$ cat config.mk
export PLATFORM = sky130hd
export DESIGN_NAME = iq_fir_sched
export DESIGN_NICKNAME = d
export VERILOG_FILES = /design/src/rtl/iq_fir_sched.sv
export SDC_FILE = /design/constraint.sdc
export NUM_CORES = 1
export LEC_CHECK = 0
export CAP_MARGIN = 40
export CORE_ASPECT_RATIO = 1.1
export CORE_MARGIN = 4
export CORE_UTILIZATION = 41
export CTS_BUF_LIST = sky130_fd_sc_hd__clkbuf_2
export CTS_CLUSTER_SIZE = 14
export DETAILED_ROUTE_END_ITERATION = 8
export GPL_ROUTABILITY_DRIVEN = 0
export PLACE_DENSITY_LB_ADDON = 0.25
export SYNTH_ARGS = -nofsm -noshare
export SYNTH_HDL_FRONTEND = slang
export SYNTH_SLANG_ARGS = --single-unit
$ cat constraint.sdc
create_clock -name i_clk_x16 -period 5.8 [get_ports i_clk_x16]
set_clock_uncertainty 0.15 [all_clocks]
set_input_delay 0.87 -clock i_clk_x16 [delete_from_list [all_inputs] [get_ports i_clk_x16]]
set_output_delay 0.87 -clock i_clk_x16 [all_outputs]
set_load 0.01 [all_outputs]
$ cat src/rtl/iq_fir_sched.sv
// ---------------------------------------------------------------------------------------------
// iq_fir_sched - feeds I/Q samples into a clock-enabled FIR and buffers its results.
//
// The FIR runs off i_clk_x16 and is gated by o_fir_en. Whenever the FIR requests a sample
// (i_fir_ready) while running, the scheduler loads the next upstream sample into o_fir_I/Q.
// If nothing is available, a zero sample is loaded and o_underrun pulses. FIR results
// (i_fir_valid) are queued in a small output FIFO towards the downstream consumer.
//
// Stopping is graceful: after i_run drops, the FIR keeps clocking until its next
// sample-request phase, so it always halts at the same point in its cycle.
//
// Optional build macro IQ_FIR_SCHED_STATS_EN adds saturating 16-bit event counters
// o_underrun_cnt and o_overflow_cnt.
//
// Ports:
//   i_clk_x16                 clock, 16x sample rate
//   i_rst                     synchronous active-high reset (shared with the FIR)
//   i_run                     level request to run the filter
//   i_sym_valid/o_sym_ready   upstream handshake, data on i_sym_I/i_sym_Q
//   o_fir_en                  FIR clock enable
//   o_fir_I/o_fir_Q           registered sample presented to the FIR
//   i_fir_ready               FIR sample-request strobe
//   i_fir_valid               FIR result strobe, data on i_fir_I/i_fir_Q
//   o_valid/i_ready           downstream handshake, data on o_I/o_Q (zero when empty)
//   o_underrun/o_overflow     single-cycle event pulses
//   o_busy                    scheduler not idle
// ---------------------------------------------------------------------------------------------

module iq_fir_sched #(
  parameter int unsigned OFIFO_DEPTH = 2
) (
  input  logic        i_clk_x16,
  input  logic        i_rst,
  input  logic        i_run,
  // upstream samples
  input  logic        i_sym_valid,
  output logic        o_sym_ready,
  input  logic [7:0]  i_sym_I,
  input  logic [7:0]  i_sym_Q,
  // FIR side
  output logic        o_fir_en,
  output logic [7:0]  o_fir_I,
  output logic [7:0]  o_fir_Q,
  input  logic        i_fir_ready,
  input  logic        i_fir_valid,
  input  logic [15:0] i_fir_I,
  input  logic [15:0] i_fir_Q,
  // downstream results
  output logic        o_valid,
  input  logic        i_ready,
  output logic [15:0] o_I,
  output logic [15:0] o_Q,
  // status
  output logic        o_underrun,
  output logic        o_overflow,
`ifdef IQ_FIR_SCHED_STATS_EN
  output logic [15:0] o_underrun_cnt,
  output logic [15:0] o_overflow_cnt,
`endif
  output logic        o_busy
);

  localparam int unsigned PtrW = (OFIFO_DEPTH > 1) ? $clog2(OFIFO_DEPTH) : 1;
  localparam int unsigned CntW = PtrW + 1;
  localparam logic [CntW-1:0] FullCnt = CntW'(OFIFO_DEPTH);

  // -------------------------------------------------------------------------------------------
  // Run/stop state machine
  // -------------------------------------------------------------------------------------------
  typedef enum logic [1:0] {
    StIdle,
    StRun,
    StStopping
  } state_e;

  state_e state_q, state_d;

  always_comb begin
    state_d = state_q;
    unique case (state_q)
      StIdle: begin
        if (i_run) state_d = StRun;
      end
      StRun: begin
        if (!i_run) state_d = StStopping;
      end
      StStopping: begin
        // The sample-request phase wins: the FIR is parked there before any restart.
        if (i_fir_ready) begin
          state_d = StIdle;
        end else if (i_run) begin
          state_d = StRun;
        end
      end
      default: state_d = StIdle;
    endcase
  end

  always_ff @(posedge i_clk_x16) begin
    if (i_rst) begin
      state_q <= StIdle;
    end else begin
      state_q <= state_d;
    end
  end

  // Enable drops in the very cycle the FIR asks for a sample while stopping, so it freezes
  // exactly at its request phase.
  assign o_fir_en = (state_q == StRun) || ((state_q == StStopping) && !i_fir_ready);
  assign o_busy   = (state_q != StIdle);

  // -------------------------------------------------------------------------------------------
  // Input holding register and FIR sample register
  // -------------------------------------------------------------------------------------------
  logic        held_q, held_d;
  logic [15:0] held_data_q, held_data_d;   // {I, Q}
  logic [15:0] fir_data_q, fir_data_d;     // {I, Q}
  logic        underrun_q, underrun_d;
  logic        load;
  logic        sym_hs;

  assign load        = (state_q == StRun) && i_fir_ready;
  // A full holding register still accepts on a load cycle since it is emptied at that edge.
  assign o_sym_ready = !held_q || load;
  assign sym_hs      = i_sym_valid && o_sym_ready;

  always_comb begin
    held_d      = held_q;
    held_data_d = held_data_q;
    fir_data_d  = fir_data_q;
    underrun_d  = 1'b0;
    if (load) begin
      if (held_q) begin
        fir_data_d = held_data_q;
        held_d     = sym_hs;
        if (sym_hs) held_data_d = {i_sym_I, i_sym_Q};
      end else if (sym_hs) begin
        // Nothing queued: pass the arriving sample straight through.
        fir_data_d = {i_sym_I, i_sym_Q};
      end else begin
        fir_data_d = '0;
        underrun_d = 1'b1;
      end
    end else if (sym_hs) begin
      held_d      = 1'b1;
      held_data_d = {i_sym_I, i_sym_Q};
    end
  end

  always_ff @(posedge i_clk_x16) begin
    if (i_rst) begin
      held_q      <= 1'b0;
      held_data_q <= '0;
      fir_data_q  <= '0;
      underrun_q  <= 1'b0;
    end else begin
      held_q      <= held_d;
      held_data_q <= held_data_d;
      fir_data_q  <= fir_data_d;
      underrun_q  <= underrun_d;
    end
  end

  assign o_fir_I    = fir_data_q[15:8];
  assign o_fir_Q    = fir_data_q[7:0];
  assign o_underrun = underrun_q;

  // -------------------------------------------------------------------------------------------
  // Output FIFO
  // -------------------------------------------------------------------------------------------
  logic [31:0]     mem_q [OFIFO_DEPTH];
  logic [PtrW-1:0] wr_ptr_q, wr_ptr_d;
  logic [PtrW-1:0] rd_ptr_q, rd_ptr_d;
  logic [CntW-1:0] count_q, count_d;
  logic            overflow_q, overflow_d;
  logic            fifo_full;
  logic            fifo_empty;
  logic            pop;
  logic            push_ok;

  assign fifo_full  = (count_q == FullCnt);
  assign fifo_empty = (count_q == '0);
  assign pop        = !fifo_empty && i_ready;
  // A push into a full FIFO still lands when the head leaves in the same cycle.
  assign push_ok    = i_fir_valid && (!fifo_full || pop);

  always_comb begin
    wr_ptr_d   = wr_ptr_q;
    rd_ptr_d   = rd_ptr_q;
    count_d    = count_q;
    overflow_d = i_fir_valid && fifo_full && !pop;
    if (push_ok) wr_ptr_d = wr_ptr_q + 1'b1;
    if (pop)     rd_ptr_d = rd_ptr_q + 1'b1;
    unique case ({push_ok, pop})
      2'b10:   count_d = count_q + 1'b1;
      2'b01:   count_d = count_q - 1'b1;
      default: count_d = count_q;
    endcase
  end

  always_ff @(posedge i_clk_x16) begin
    if (i_rst) begin
      wr_ptr_q   <= '0;
      rd_ptr_q   <= '0;
      count_q    <= '0;
      overflow_q <= 1'b0;
    end else begin
      wr_ptr_q   <= wr_ptr_d;
      rd_ptr_q   <= rd_ptr_d;
      count_q    <= count_d;
      overflow_q <= overflow_d;
    end
  end

  // Storage needs no reset: it is never visible while the FIFO is empty.
  always_ff @(posedge i_clk_x16) begin
    if (!i_rst && push_ok) begin
      mem_q[wr_ptr_q] <= {i_fir_I, i_fir_Q};
    end
  end

  assign o_valid    = !fifo_empty;
  assign o_I        = fifo_empty ? 16'h0000 : mem_q[rd_ptr_q][31:16];
  assign o_Q        = fifo_empty ? 16'h0000 : mem_q[rd_ptr_q][15:0];
  assign o_overflow = overflow_q;

  // -------------------------------------------------------------------------------------------
  // Optional event counters
  // -------------------------------------------------------------------------------------------
`ifdef IQ_FIR_SCHED_STATS_EN
  logic [15:0] urun_cnt_q, urun_cnt_d;
  logic [15:0] ovf_cnt_q, ovf_cnt_d;

  always_comb begin
    urun_cnt_d = urun_cnt_q;
    ovf_cnt_d  = ovf_cnt_q;
    if (underrun_q && (urun_cnt_q != 16'hFFFF)) urun_cnt_d = urun_cnt_q + 16'd1;
    if (overflow_q && (ovf_cnt_q != 16'hFFFF))  ovf_cnt_d  = ovf_cnt_q + 16'd1;
  end

  always_ff @(posedge i_clk_x16) begin
    if (i_rst) begin
      urun_cnt_q <= '0;
      ovf_cnt_q  <= '0;
    end else begin
      urun_cnt_q <= urun_cnt_d;
      ovf_cnt_q  <= ovf_cnt_d;
    end
  end

  assign o_underrun_cnt = urun_cnt_q;
  assign o_overflow_cnt = ovf_cnt_q;
`endif

endmodule

# == Word level (Yosys, flattened, before mapping) ==
# Memories as Yosys holds them, arrays and structs flattened. A register that Yosys moved wholly into a read port is not among the register bits.
# Index checks and enable logic that the tools add are counted.
# word_totals
reg_bits,41
output_inout_bits,54
mem_count,1
mem_bits_rw,64
wordCells,65
in_bits,55
# mem_list
name,depth,width,rd,rd_ports_with_merged_regs,wr,line_no,source
mem_q,2,32,1,1,1,171,logic [31:0] mem_q [OFIFO_DEPTH];
# classes
n_eq_ne,7
muxes,20
reduce_logical,23
addsub,4
n_bitwise,1
# ops
cell,n
2-to-1 mux 16 bit,7
logical AND 1 bit,8
2-to-1 mux 1 bit,8
"== test 2 bit, second input constant",3
zero test 1 bit,6
2-to-1 mux 2 bit,3
one-hot mux 2 bit (3 select lines),1
nonzero test 2 bit,3
"== test 2 x 1 -> 1 bit, second input constant",2
zero test 2 bit,2
"!= test 2 bit, second input constant",2
one-hot mux 2 bit (2 select lines),1
logical OR 1 bit,3
OR reduction 3 bit,1
"adder 1 bit, second input constant",2
"adder 2 x 1 -> 2 bit, second input constant",1
"subtractor 2 x 1 -> 2 bit, second input constant",1
NOT 1 bit,1

# == Depth between registers and ports, before layout ==
# depth
ltp_word,8
depth_mapped,6
mapped_depth_nobuf,5

# == Worst setup path before layout ==
# OpenSTA, ideal clock, no wires.
# synth_path
path_type,input -> register
from,in i_rst
to,mem mem_q[0][0] (enable)
arrival_time_ps,4435
stages,2
required_ps,5137
setup_slack_ps,702
setup_ps,513
path_buffers,1
path_cell_list,clkbuf_1 -> nor4b_1
# synth_between
elab_chain_cells,4
# synth_lines
element,line_no,source
start: declaration,33,"input logic i_rst,"
zero test 1 bit,217,if (!i_rst && push_ok) begin
logical AND 1 bit,217,
2-to-1 mux 1 bit,217,
2-to-1 mux 1 bit (not written as such),218,"mem_q[wr_ptr_q] <= {i_fir_I, i_fir_Q};"
end: declaration,171,
# No other way between the ends.

# == Final worst setup path ==
# layout_path
from,in i_fir_ready
to,out o_sym_ready
# layout_between
elab_chain_cells,2
# layout_lines
element,line_no,source
start: declaration,44,"input logic i_fir_ready,"
logical AND 1 bit,122,assign load = (state_q == StRun) && i_fir_ready;
logical OR 1 bit,124,assign o_sym_ready = !held_q || load;
end: declaration,37,"output logic o_sym_ready,"
# No other way between the ends.

==> results.py <==
metrics = {
    "run_status": {
        "status": "finished clean",
    },
    "power_and_ir_drop": {
        "p_total_mw": 1.44,
        "p_leak_nw": 1.95,
        "ir_drop_v": 0.000101,
        "power.density_nw_per_um2": 253,
    },
    "final_layout": {
        "fin_cells": 611,
        "final_nets": 518,
        "multi_input_area_um2": 1450,
        "antenna_cells": 0,
        "nFillCells": 880,
        "seqCellArea_um2": 2760,
        "drive_gt1_share_pct": 6.62,
        "syn_to_final_growth_pct": 31.1,
        "postLayoutCoreUtil_pct": 54.9,
    },
    "timing": {
        "fmax_mhz": 306,
        "fin_ws_ns": 2.54,
        "hold_viol": 0,
        "relSlewSlack_pct": 46.0,
        "setup_viol": 0,
        "min_period_ns": 3.26,
        "finalSetupTns_ns": 0,
        "tightestPinTransition_ns": 0.807,
        "fin_crit_sh_pct": 56.3,
        "slew_violations": 0,
        "rsz0062_at_grt": "false",
    },
    "floorplan": {
        "rows": 39,
        "core-area_um2": 10300,
        "die-area_um2": 12300,
        "die_h_um": 116,
        "start_util_pct": 41.8,
        "die_w_um": 106,
        "pin_count": 109,
    },
    "worst_setup_path": {
        "end_kind": "primary output",
        "path_buf_inv": 2,
        "critPathTopFamily": "buffers and inverters",
        "critPathMaxStageDelay_ns": 0.56,
        "worstReg2RegStart": "held_q",
        "r2r_end": "held_data_q[14]",
        "crit_start": "i_fir_ready",
        "critPathKind": "in -> out",
        "reg2reg_slack_ns": 3.85,
        "critPathMostFrequentCell": "clkdlybuf4s50_1",
        "cp_cell_sequence": "clkdlybuf4s50_1 > nand3b_4 > nand2_1 > clkdlybuf4s50_1",
        "reg2reg_depth": 4,
        "critPathLaunchType": "input port",
        "required_ns": 4.78,
        "worstPathArrival_ns": 2.24,
        "cp_max_fo": 6,
        "slowest_stage": "clkdlybuf4s50_1",
    },
    "route": {
        "wl_per_cell_um": 15.0,
        "drtIter0Drc": 96,
        "dr.pass1.iters": 4,
        "via_per_inst": 4.81,
        "routed-via-count": 2936,
        "wl_mm": 9.16,
        "drc_errors": 0,
        "ant_nets": 0,
    },
    "clocking": {
        "cts_resized": 0,
        "clkSinkCount": 106,
        "insertion_delay_ns": 0.55,
        "root_buffer": "clkbuf_2",
        "cts_tree": "built",
        "clockBufferDepth": 2,
        "cts_setup_buffers": 0,
        "cts.reportedPaths.clkPinSlew_ns": 0.28,
        "htreeDepth": 3,
        "numCtsBuffers": 9,
        "cts_hold_buf": 0,
    },
    "job": {
        "drv_cap": 0,
    },
    "placement": {
        "place_ws_ns": 2.54,
        "dp_cells": 595,
        "dp_hpwl_mm": 6.17,
        "io_buffer_count": 108,
    },
    "yosys": {
        "netlist_area_um2": 4330,
        "ys_ff_latch": 106,
        "postSynthAreaPerCell_um2": 12.0,
        "ys_seq_area_share_pct": 63.8,
        "synth_cell_types": 29,
        "yosysWarnings": 0,
        "synth_nets": 416,
        "synthCells": 361,
    },
    "global_routing": {
        "grt_max_degree": 61,
        "antenna_found_initial": 0,
        "first_global_vias": 2847,
        "grt_pass1_wl_mm": 14.4,
        "grt-ovfl-total": 0,
        "grtUsageTotal_pct": 15.1,
    },
    "hold_path": {
        "min_path_type": "reg -> reg",
        "whs_path_depth": 2,
        "hold_start": "held_data_q[0]",
        "min_to": "held_data_q[0]",
    },
}
==> report_power, final <==
| group | internal [mW] | switching (mW) |
|---|---|---|
| clock | 0.108 | 0.244 |
| sequential | 0.837 | 0.0194 |
| combinational | 0.124 | 0.105 |
| total | 1.07 | 0.368 |
==> tightest hold or removal path, cell delays in order, from the launching register on <==
cell,delay (ns)
dfxtp_1,0.38
nand2b_1,0.06
mux2i_1,0.05
==> through the flow <==
stage / hold slack [ns] / area [µm²]
after global placement: 0.308 / 5520
final: 0.344 / 5680
after global routing: 0.372 / 5680
after CTS: 0.347 / 5680
after detailed placement: 0.316 / 5550
after floorplan: 0.299 / 4330
==> Yosys cell counts <==
library cell	number	area, µm²
nand2b_1	33	206
a21oi_1	2	10.0
buf_4	1	7.51
o21ai_0	16	80.1
or2_2	1	6.26
nor4_1	1	6.26
o211ai_1	16	120
nand3b_4	1	20.0
nor2_1	55	206
and3b_1	2	17.5
buf_12	1	20.0
mux2_2	1	11.3
a21oi_4	1	16.3
o21ai_1	2	10.0
xor2_1	3	26.3
nand2_1	37	139
nor3_1	2	10.0
edfxtp_1	64	1920
nor4b_1	1	8.76
clkbuf_1	13	48.8
dfxtp_1	42	841
o21ai_2	1	8.76
or3b_1	1	8.76
nor3b_1	1	7.51
mux2i_1	50	500
buf_2	9	45.0
inv_1	2	7.51
and4b_1	1	10.0
a211oi_1	1	7.51
==> cells in the final DEF, fill, tap and decap left out, types with 2 or more instances in the layout <==
cell and instances:
buf_4 5, o211ai_1 16, xor2_1 3, dfxtp_1 41, clkbuf_2 10, nor3_1 2
nand2b_1 33, nand2_1 37, clkinv_4 2, edfxtp_1 64, a21oi_1 2, and3b_1 2
inv_1 2, o21ai_1 2, mux2i_1 50, nor2_1 54, o21ai_0 16, clkdlybuf4s50_1 108
==> flip-flops by register name (all words and copies together) (netlist names), named ones only <==
signal	flops
state_q	2
fir_data_q	16
mem_q	64
o_overflow	1
held_q	1
wr_ptr_q	1
held_data_q	16
o_underrun	1
rd_ptr_q	1
count_q	2
==> cell type report <==
| type | count | share of cell area (%) |
|---|---|---|
| clock buffer | 10 | 0.882 |
| clock inverter | 6 | 1.32 |
| inverter | 2 | 0.132 |
| multi-input combinational | 229 | 25.5 |
| sequential | 106 | 48.7 |
| tap | 143 | 3.15 |
| timing repair buffer | 115 | 20.3 |
==> layer usage <==
layer | global-route usage [%] | routed length (µm) | up-vias
met2 | 25.9 | 4570 | 88
met5 | 0 | 0 | -
met3 | 4.35 | 631 | 7
met4 | 5.96 | 91 | 0
met1 | 18.0 | 3870 | 1382
li1 | - | - | 1459
==> how the worst max path moves through the flow <==
| stage | endpoint | slack, ns | cells after the start |
|---|---|---|---|
| after CTS | o_I[8] | 2.46 | 4 |
| after global placement | o_sym_ready | 2.54 | 4 |
| final | o_sym_ready | 2.54 | 4 |
| after global routing | o_I[0] | 2.37 | 4 |
| after floorplan | mem_q[0][0] | 0.70 | 2 |
| after detailed placement | o_sym_ready | 2.54 | 4 |
==> cell families (layout without fill, tap and decap cells) <==
| group | count (synthesis) | in the layout | share of synthesized area, % |
|---|---|---|---|
| xor gates and xnor gates | 3 | 3 | 0.607 |
| and+or+nand+nor | 136 | 136 | 14.9 |
| muxes | 51 | 51 | 11.8 |
| AOI/OAI and AO/OA | 39 | 39 | 5.84 |
| buffers and inverters | 26 | 133 | 2.98 |
| DFF | 106 | 106 | 63.8 |
No activity file was read; power rests on OpenSTA's default activity.
